==> src/rtl/mod_n_counter.sv <==
// Parametrised modulo-N up/down counter with synchronous load, one-shot halt and
// cascade outputs (combinational tc for chaining, registered wrap pulse).
module mod_n_counter #(
  parameter int WIDTH   = 4,
  parameter int MODULUS = 12
) (
  input  logic             clk,
  input  logic             rst,
  input  logic             en,
  input  logic             up,
  input  logic             oneshot,
  input  logic             load,
  input  logic [WIDTH-1:0] l_data,
  output logic [WIDTH-1:0] ctr,
  output logic             tc,
  output logic             wrap,
  output logic             done,
  output logic             load_err
);

  typedef enum logic {
    S_RUN  = 1'b0,
    S_HALT = 1'b1
  } state_e;

  localparam logic [WIDTH-1:0] MAX_C = WIDTH'(MODULUS - 1);
  localparam logic [WIDTH:0]   MOD_X = (WIDTH + 1)'(MODULUS);

  state_e           state_q, state_d;
  logic [WIDTH-1:0] ctr_q, ctr_d;
  logic             wrap_q, wrap_d;
  logic             done_q, done_d;
  logic             load_err_q, load_err_d;

  logic [WIDTH-1:0] term_s;
  logic             at_term_s;
  logic             load_ok_s;
  logic             ctr_bad_s;

  assign term_s    = up ? MAX_C : {WIDTH{1'b0}};
  assign at_term_s = (ctr_q == term_s);
  // Comparisons are widened by one bit so MODULUS == 2**WIDTH stays representable.
  assign load_ok_s = ({1'b0, l_data} < MOD_X);
  assign ctr_bad_s = ({1'b0, ctr_q} >= MOD_X);

  assign tc = en & ~done_q & at_term_s;

  always_comb begin
    state_d    = state_q;
    ctr_d      = ctr_q;
    done_d     = done_q;
    wrap_d     = 1'b0;
    load_err_d = 1'b0;
    if (load) begin
      if (load_ok_s) begin
        ctr_d   = l_data;
        state_d = S_RUN;
        done_d  = 1'b0;
      end else begin
        load_err_d = 1'b1;
      end
    end else if (en) begin
      case (state_q)
        S_RUN: begin
          if (ctr_bad_s) begin
            ctr_d = {WIDTH{1'b0}};
          end else if (!at_term_s) begin
            ctr_d = up ? (ctr_q + WIDTH'(1)) : (ctr_q - WIDTH'(1));
          end else if (!oneshot) begin
            ctr_d  = up ? {WIDTH{1'b0}} : MAX_C;
            wrap_d = 1'b1;
          end else begin
            state_d = S_HALT;
            done_d  = 1'b1;
          end
        end
        S_HALT: begin
          ctr_d = ctr_q;
        end
        default: begin
          state_d = S_RUN;
          done_d  = 1'b0;
        end
      endcase
    end else begin
      ctr_d = ctr_q;
    end
  end

  always_ff @(posedge clk or posedge rst) begin
    if (rst) begin
      state_q    <= S_RUN;
      ctr_q      <= {WIDTH{1'b0}};
      wrap_q     <= 1'b0;
      done_q     <= 1'b0;
      load_err_q <= 1'b0;
    end else begin
      state_q    <= state_d;
      ctr_q      <= ctr_d;
      wrap_q     <= wrap_d;
      done_q     <= done_d;
      load_err_q <= load_err_d;
    end
  end

  assign ctr      = ctr_q;
  assign wrap     = wrap_q;
  assign done     = done_q;
  assign load_err = load_err_q;

endmodule

==> config.mk <==
export PLATFORM = sky130hd
export DESIGN_NAME = mod_n_counter
export DESIGN_NICKNAME = d
export VERILOG_FILES = /design/src/rtl/mod_n_counter.sv
export SDC_FILE = /design/constraint.sdc
export NUM_CORES = 1
export LEC_CHECK = 0
export CELL_PAD_IN_SITES_DETAIL_PLACEMENT = 0
export CELL_PAD_IN_SITES_GLOBAL_PLACEMENT = 2
export CORE_MARGIN = 2
export CORE_UTILIZATION = 25
export CTS_BUF_LIST = sky130_fd_sc_hd__clkbuf_8
export CTS_CLUSTER_DIAMETER = 200
export DETAILED_ROUTE_END_ITERATION = 16
export PLACE_DENSITY = 0.73
export SYNTH_ARGS = -nofsm -noshare
export SYNTH_HDL_FRONTEND = slang
export SYNTH_SLANG_ARGS = --single-unit
==> constraint.sdc <==
create_clock -name clk -period 2.2 [get_ports clk]
set_input_delay 0.66 -clock clk [delete_from_list [all_inputs] [get_ports clk]]
set_output_delay 0.66 -clock clk [all_outputs]
set_load 0.02 [all_outputs]
==> impl_metrics.csv <==
group,metric,value,unit
run_status,status,"finished, violations left",
run_status,violations,"negative setup slack",
clocking,clkTransAtPathRegs,40,ps
global_routing,grt_max_degree,9,
detailed_routing,viasPerCell,4.740,
die,die_x,52.14,um
sta,period_minus_slack,2328,ps
power,leakage,0.4758,nW
synthesis,syn_nets,72,
power,cellPowerDensity,1059,nW/um^2
sta,grt_setup_unrepaired,"yes",
sta,max_clock_freq,429.6,MHz
sta,finalCritPeriodShare,1.058,
die,dieArea,2718,um^2
sta,fin_skew,4.568,ps
synthesis,syn_avg_cell_area,9.819,um^2
synthesis,synthDistinctLibCells,29,
sta,slew_viol_final,0,
synthesis,async_reset_ff_frac,1.000,
power,fin_total_pwr,1.108,mW
worst_setup_path,cp.required,1540,ps
worst_setup_path,cp_num_buf_inv,3,
sta,tightestPinTransition,387.0,ps
placed_design,gp_congestion,0.8100,
clocking,ctsHtreeMaxLevel,1,
clocking,cts_hold_buf,0,
synthesis,synth.area.top_cells,"dfrtp_1 (35%), a21oi_1 (5.2%), inv_1 (5.2%), a2111oi_4 (4.8%), ha_1 (4.3%)",
synthesis,synth_top_cell_by_area,"dfrtp_1",
clocking,cts_tree,"done",
worst_setup_path,cp_max_fo,2,
sta,relSlewSlack,0.7353,
placed_design,hpwl,1.404,mm
global_routing,grt_pass1_vias,663,
global_routing,grt_pass1_wl,2.946,mm
global_routing,antenna_found_initial,0,
synthesis,netlist_area,579.3,um^2
placed_design,post-place-cells,124,
clocking,clockBufferDepth,2,
worst_setup_path,critPathMaxStageDelay,340,ps
worst_setup_path,path_delay_family,"simple AND/OR/NAND/NOR gates",
die,initial_utilization,0.2644,
clocking,cts_root_buf,"clkbuf_8",
job,cap_violations,0,
finish,area_growth,80.56,%
worst_setup_path,cp.arrival,1670,ps
detailed_routing,dr.first_iter.drc_count,11,
clocking,numCtsBuffers,3,
synthesis,ys_seq_elements,8,
synthesis,syn_inst,59,
synthesis,synth_edf_count,0,
synthesis,synth_common_cells,"dfrtp_1 (8), inv_1 (8), a21oi_1 (6)",
global_routing,grt-ovfl-total,0,
worst_setup_path,cp-start-kind,"primary input",
finish,antenna_cells,0,
global_routing,track_usage,0.1499,
worst_setup_path,cp_slowest_cell,"or3_4",
synthesis,ys_seq_area_frac,0.3456,
detailed_routing,post-route-drc-count,0,
die,pin_count,18,
finish,drive_above_1_share,0.4078,
detailed_routing,postRouteWirelength,1.746,mm
synthesis,synth_top_area_share,0.3456,
worst_setup_path,crit_type,"primary input to output pin",
finish,fin_nets,118,
sta,setup_viol,1,
sta,hold_slack,473.0,ps
placed_design,place_ws,-997.1,ps
detailed_routing,vias,621,
die,row_count,17,
worst_setup_path,worstSetupEndpointType,"output pin",
synthesis,yosysWarnings,0,
finish,fin_cells,131,
detailed_routing,first_pass_iters,2,
placed_design,portBuffers,17,
clocking,cts_sinks,8,
synthesis,synthFlopType,"dfrtp_1",
clocking,clk_latency,230,ps
detailed_routing,wl_per_cell,13.33,um
power,max-vdd-ir-drop,391.8,uV
sta,setup_slack,-127.6,ps
hold_path,hold_path_class,"flip-flop to flip-flop",
die,die_h,52.14,um
sta,hold_viol_final,0,
detailed_routing,antenna_left,0,
worst_setup_path,crit_top_cell,"buf_6",
worst_setup_path,crit_chain,"buf_6 -> buf_6 -> or3_4 -> a21oi_4 -> nand2_2 -> nor2_4 -> buf_6",
die,core,2191,um^2
[worst reg2reg max path, delay by kind of cell (launching register included)]
family | cells | cell delay (ps)
flip-flops | 1 | 400
adder cells (fa/ha/maj) | 1 | 280
buffers and inverters | 2 | 330
AND/OR/NAND/NOR | 1 | 80
AO/OA/AOI/OAI | 3 | 660
[final cells by class]
class / count / area [um^2]
clock buffer: 3 / 41.29
fill: 224 / 1145
inverter: 8 / 30.03
multi-input combinational: 42 / 375.4
sequential: 8 / 200.2
tap: 28 / 35.03
timing repair buffer: 42 / 364.1
[path summary, 6_finish.rpt]
| kind | from | end | slack (ps) | cells past startpoint |
|---|---|---|---|---|
| worst max-delay path | up | tc | -130 | 7 |
| worst min-delay path | state_q$_DFFE_PP0P_ | wrap$_DFF_PP0_ | 470 | 1 |
| worst max register to register | ctr[1]$_DFFE_PP0P_ | ctr[3]$_DFFE_PP0P_ | 340 | 7 |
| worst min register to register | state_q$_DFFE_PP0P_ | wrap$_DFF_PP0_ | 470 | 1 |
| max in group asynchronous | rst | state_q$_DFFE_PP0P_ | 1240 | 2 |
| min in group asynchronous | rst | ctr[0]$_DFFE_PP0P_ | 700 | 2 |
[report_power, final]
part / internal (mW) / switching [mW] / leakage (nW) / total, mW
sequential: 0.187 / 0.0257 / 0.104 / 0.213
clock: 0.119 / 0.0668 / 0.0216 / 0.186
combinational: 0.381 / 0.328 / 0.351 / 0.709
[repair_timing]
item                       4_1_cts  5_1_grt
pin swaps                        4        2
buffers inserted                 3        1
setup endpoints to repair        5        1
gates resized for setup         14        0
[metrics by stage]
step / setup TNS [ps] / utilization / instance area, um^2
after global routing: -177.5 / 0.4774 / 1046
after detailed placement: -2868 / 0.4352 / 953.4
after floorplan: 0 / - / 598.1
after CTS: -143.8 / 0.4740 / 1039
final: -127.6 / 0.4774 / 1046
after global placement: -2748 / 0.4352 / 953.4
[placed cells by master, fill, tap and decap left out, types with 2 or more instances in the layout]
cell,instances
buf_4,24
clkbuf_8,3
a211oi_1,3
buf_6,3
inv_1,8
mux2i_1,2
nand3_1,3
nor2_1,2
a21oi_1,5
clkdlybuf4s50_1,15
a41oi_1,2
dfrtp_1,8
a21o_1,2
[sequential cells by signal (all words and copies together), names as in the netlist]
register  count
wrap          1
done          1
state_q       1
load_err      1
ctr           4
[per-layer routing]
metal  wire length [um]  part of all wire  track usage
met4                 19             0.011      0.05128
met3                 50             0.029      0.02586
met5                  0                 0            0
met2                867              0.50       0.2679
met1                808              0.46       0.1794
[cell families after synthesis]
logic type / synth area share
AOI/OAI and AO/OA: 0.2894
xor gates and xnor gates: 0.03024
adders and majority gates: 0.07775
buffers and inverters: 0.06480
DFF: 0.3456
muxes: 0.06047
and+or+nand+nor: 0.1318
(Power assumes the default switching activity.)
